--- config.mk ---
export PLATFORM = sky130hd
export DESIGN_NAME = pulse_stretcher
export DESIGN_NICKNAME = d
export VERILOG_FILES = /design/src/rtl/pulse_stretcher.sv
export SDC_FILE = /design/constraint.sdc
export NUM_CORES = 1
export LEC_CHECK = 0
export CAP_MARGIN = 20
export CORE_MARGIN = 2
export CORE_UTILIZATION = 59
export DETAILED_ROUTE_END_ITERATION = 6
export GPL_ROUTABILITY_DRIVEN = 0
export PLACE_DENSITY = 0.94
export SLEW_MARGIN = 20
export SYNTH_ARGS = -nofsm -noshare
export SYNTH_HDL_FRONTEND = slang
export SYNTH_SLANG_ARGS = --single-unit
--- constraint.sdc ---
create_clock -name clk -period 4.08 [get_ports clk]
set_input_delay 0.612 -clock clk [delete_from_list [all_inputs] [get_ports clk]]
set_output_delay 0.612 -clock clk [all_outputs]
set_load 0.01 [all_outputs]
--- src/rtl/pulse_stretcher.sv ---
// Stretches single-cycle pulse events into a programmable-width level, then enforces a hold-off gap.
// Optional build macro PULSE_STRETCHER_RETRIGGER_EN: events sampled in ACTIVE reload the width counter.
module pulse_stretcher #(
    parameter int CNT_W   = 8,
    parameter int HOLDOFF = 2,
    parameter int DROP_W  = 8
) (
    input  logic              clk,
    input  logic              rst,
    input  logic              pulse_in,
    input  logic [CNT_W-1:0]  width,
    output logic              out,
    output logic              busy,
    output logic [DROP_W-1:0] drop_cnt,
    input  logic              drop_clr
);

    typedef enum logic [1:0] {
        ST_IDLE   = 2'd0,
        ST_ACTIVE = 2'd1,
        ST_HOLD   = 2'd2
    } state_t;

    localparam logic [7:0]        HOLD_LOAD = (HOLDOFF > 0) ? 8'(HOLDOFF - 1) : 8'd0;
    localparam logic [CNT_W-1:0]  CNT_ONE   = CNT_W'(1);
    localparam logic [DROP_W-1:0] DROP_ONE  = DROP_W'(1);
    localparam logic [DROP_W-1:0] DROP_MAX  = {DROP_W{1'b1}};

    state_t            state_r;
    state_t            state_s;
    logic [CNT_W-1:0]  act_cnt_r;
    logic [CNT_W-1:0]  act_cnt_s;
    logic [7:0]        hold_cnt_r;
    logic [7:0]        hold_cnt_s;
    logic [DROP_W-1:0] drop_cnt_r;
    logic              drop_s;
    logic              out_r;
    logic              busy_r;

    // A zero width request still yields a one-cycle strobe.
    function automatic logic [CNT_W-1:0] load_val(input logic [CNT_W-1:0] w);
        logic [CNT_W-1:0] v;
        if (w == {CNT_W{1'b0}}) begin
            v = {CNT_W{1'b0}};
        end else begin
            v = w - CNT_ONE;
        end
        return v;
    endfunction

    // Next-state, counter reloads and drop detection.
    always_comb begin
        state_s    = state_r;
        act_cnt_s  = act_cnt_r;
        hold_cnt_s = hold_cnt_r;
        drop_s     = 1'b0;
        case (state_r)
            ST_IDLE: begin
                if (pulse_in) begin
                    state_s   = ST_ACTIVE;
                    act_cnt_s = load_val(width);
                end else begin
                    state_s   = ST_IDLE;
                end
            end
            ST_ACTIVE: begin
`ifdef PULSE_STRETCHER_RETRIGGER_EN
                if (pulse_in) begin
                    act_cnt_s = load_val(width);
                end else if (act_cnt_r != {CNT_W{1'b0}}) begin
`else
                drop_s = pulse_in;
                if (act_cnt_r != {CNT_W{1'b0}}) begin
`endif
                    act_cnt_s = act_cnt_r - CNT_ONE;
                end else if (HOLDOFF == 0) begin
                    state_s = ST_IDLE;
                end else begin
                    state_s    = ST_HOLD;
                    hold_cnt_s = HOLD_LOAD;
                end
            end
            ST_HOLD: begin
                drop_s = pulse_in;
                if (hold_cnt_r != 8'd0) begin
                    hold_cnt_s = hold_cnt_r - 8'd1;
                end else begin
                    state_s = ST_IDLE;
                end
            end
            default: begin
                state_s    = ST_IDLE;
                act_cnt_s  = {CNT_W{1'b0}};
                hold_cnt_s = 8'd0;
            end
        endcase
    end

    // State, counters and registered output decode.
    always_ff @(posedge clk) begin
        if (rst) begin
            state_r    <= ST_IDLE;
            act_cnt_r  <= {CNT_W{1'b0}};
            hold_cnt_r <= 8'd0;
            out_r      <= 1'b0;
            busy_r     <= 1'b0;
        end else begin
            state_r    <= state_s;
            act_cnt_r  <= act_cnt_s;
            hold_cnt_r <= hold_cnt_s;
            out_r      <= (state_s == ST_ACTIVE);
            busy_r     <= (state_s != ST_IDLE);
        end
    end

    // Saturating drop counter; clear takes priority over a same-cycle drop.
    always_ff @(posedge clk) begin
        if (rst) begin
            drop_cnt_r <= {DROP_W{1'b0}};
        end else if (drop_clr) begin
            drop_cnt_r <= {DROP_W{1'b0}};
        end else if (drop_s && (drop_cnt_r != DROP_MAX)) begin
            drop_cnt_r <= drop_cnt_r + DROP_ONE;
        end else begin
            drop_cnt_r <= drop_cnt_r;
        end
    end

    assign out      = out_r;
    assign busy     = busy_r;
    assign drop_cnt = drop_cnt_r;

endmodule

==> results.yml <==
synth:
  yosysTopAreaCellShare: 0.3280
  synth-edff-count: 0
  synthMuxAreaShare: 0.01171
  synth_seq_cells: 28
  synthFlopType: "dfxtp_1"
  synth-warning-count: 0
  ys_top_cells_by_count: "dfxtp_1, nor2_1, a21oi_1, inv_1, nand2_1"
  synth-compound-area-share: 0.1991
  async_reset_ff_frac: 0
  avgSynthCellArea_um2: 7.949
  syn-instance-count: 215
  synth_most_common_cell: "dfxtp_1"
  syn_area_um2: 1709
  syn_nets: 238
  yosys.area_share.adder: 0.08053
  seq_area_frac_synth: 0.3280
  yosysTopAreaCell: "dfxtp_1"
  synth_simple_gate_area_frac: 0.2716
  synth_xor_area_frac: 0.05124
  synth_top_family_by_area: "simple AND/OR/NAND/NOR gates"
  synthTopCellsByArea: "dfxtp_1, ha_1, a21oi_1, nor2_1, xnor2_1"
  synth.distinct_cells: 46
clocking:
  cts_sinks: 28
  cts_made_buffers: 3
  postCtsSetupRepairBufs: 0
  clockRootBuffer: "clkbuf_4"
  cts.clk_slew.worst_paths_ns: 0.15
  cts_tree: "built"
  clock_path_buffers: 2
  cts_resized: 0
  h-tree-depth: 1
  clkLatencyLatePin_ns: 0.34
  hold_buffers: 0
die:
  start_util: 0.6198
  ios: 22
  die-width_um: 57.82
  fp.dieH_um: 57.82
  die-area_um2: 3343
  fp.coreArea_um2: 2758
  num_rows: 19
drt:
  via_count: 1630
  first_iter_violations: 63
  ant_nets: 0
  firstDrtPassIters: 4
  drc: 0
  wirelength_mm: 3.820
  wire_per_inst_um: 14.42
  avgViaCountPerCell: 6.151
final_layout:
  insertedDiodeCount: 0
  nets: 258
  seq_area_um2: 560.5
  area_growth_pct: 14.86
  multi_input_area_um2: 1050
  final_cells: 265
  drive_above_1_share: 0.05556
  fillers: 215
power:
  p_per_area_nw_per_um2: 313.7
  power_mw: 0.6158
  p_leak_nw: 0.6907
  worst_ir_drop_vdd_mv: 0.3943
hold_path:
  hp-class: "reg -> reg"
timing:
  tightest_slew_ns: 0.7665
  hold_violations: 0
  finalCritPeriodShare: 0.5829
  max_freq_ghz: 0.4205
  min_period_ns: 2.378
  rsz0062_at_grt: "false"
  tns_ns: 0
  setup_viol: 0
  clock_skew_ns: 0.008984
  maxSlewHeadroom: 0.4874
  drv_slew: 0
worst_setup_path:
  end_kind: "flop"
  crit_type: "in -> reg"
  arrival_ns: 2.59
  worstPathRequired_ns: 4.29
  startpoint_type: "primary input"
  crit_fanout: 7
global_route:
  grt_start_max_net_pins: 21
  grt_pass1_wl_mm: 6.658
  antenna_found_initial: 0
  grt_pass1_vias: 1480
  overflow: 0
  grt_usage: 0.2520
run_status:
  outcome: "completed"
place:
  placed_cells: 261
  place_hpwl_mm: 2.944
  io_buffer_count: 21
flow_run:
  drv_cap: 0
## layout make-up
class	count	share of cell area
clock buffers	4	0.01848
multi-input cells	163	0.5347
repair buffers	21	0.1071
flip-flops and latches	28	0.2855
inverters	18	0.03442
well taps	31	0.01976
## metal layers
layer / track usage / part of all wire / vias up
met2: 0.4042 / 0.50 / 57
met1: 0.3474 / 0.44 / 754
met4: 0.05648 / 0.0055 / 0
met5: 0 / 0 / -
met3: 0.05804 / 0.057 / 4
li1: - / - / 815
## final timing paths
| check | startpoint | cells after the start | slack [ns] | end |
|---|---|---|---|---|
| setup / recovery | width[4] | 6 | 1.70 | act_cnt_r[3] |
| hold / removal | hold_cnt_r[6] | 2 | 0.49 | hold_cnt_r[6] |
| setup reg to reg | state_r[1] | 7 | 1.78 | act_cnt_r[7] |
| hold reg to reg | hold_cnt_r[6] | 2 | 0.49 | hold_cnt_r[6] |
## worst max-delay path, cell delays in order
cell and delay (ns):
clkdlybuf4s50_1 0.47, or4_4 0.56, o41ai_2 0.51, o32ai_1 0.16, a22oi_1 0.21, nor2_1 0.06
## registers in the layout, summed over array words and instances, names as in the netlist
signal / cells
busy: 1
state_r: 2
act_cnt_r: 8
out: 1
hold_cnt_r: 8
drop_cnt: 8
## cells by family (layout without fill, tap and decap cells)
group | Yosys count | in the layout
buffers and inverters | 24 | 43
AND/OR/NAND/NOR | 86 | 86
multiplexers | 2 | 2
AO/OA/AOI/OAI | 54 | 54
adder cells (fa/ha/maj) | 11 | 11
flip-flops | 28 | 28
XOR/XNOR | 10 | 10
## power breakdown
| part | switching (mW) | internal, mW |
|---|---|---|
| sequential | 0.0213 | 0.289 |
| combinational | 0.0951 | 0.0730 |
| clock | 0.0824 | 0.0548 |
## cell usage in the layout (no fill, tap or decap), types with 2 or more instances in the layout
| cell | count |
|---|---|
| a21oi_1 | 18 |
| a22oi_1 | 2 |
| a31oi_1 | 2 |
| and3_1 | 2 |
| clkbuf_4 | 3 |
| clkdlybuf4s50_1 | 21 |
| dfxtp_1 | 28 |
| ha_1 | 11 |
| inv_1 | 18 |
| mux2i_1 | 2 |
| nand2_1 | 17 |
| nand2b_1 | 2 |
| nand3_1 | 6 |
| nand3b_1 | 2 |
| nand4_1 | 3 |
| nor2_1 | 21 |
| nor3_1 | 9 |
| nor3b_1 | 3 |
| nor4_1 | 3 |
| nor4_2 | 2 |
| o21ai_0 | 11 |
| o21ai_1 | 4 |
| o221ai_1 | 2 |
| o22ai_1 | 3 |
| o311ai_1 | 2 |
| o32ai_1 | 2 |
| or3_1 | 7 |
| or4_4 | 2 |
| xnor2_1 | 9 |
## per-stage QoR
step | hold WS [ns] | instance area (um^2) | setup slack [ns] | utilization
after floorplan | 0.4445 | 1709 | 2.027 | -
after global placement | 0.4529 | 1927 | 1.446 | 0.6987
after detailed placement | 0.4685 | 1927 | 1.354 | 0.6987
after CTS | 0.4876 | 1963 | 1.728 | 0.7119
after global routing | 0.5236 | 1963 | 1.598 | 0.7119
final | 0.4894 | 1963 | 1.702 | 0.7119
Note: power is estimated with default switching activity, not from simulation.
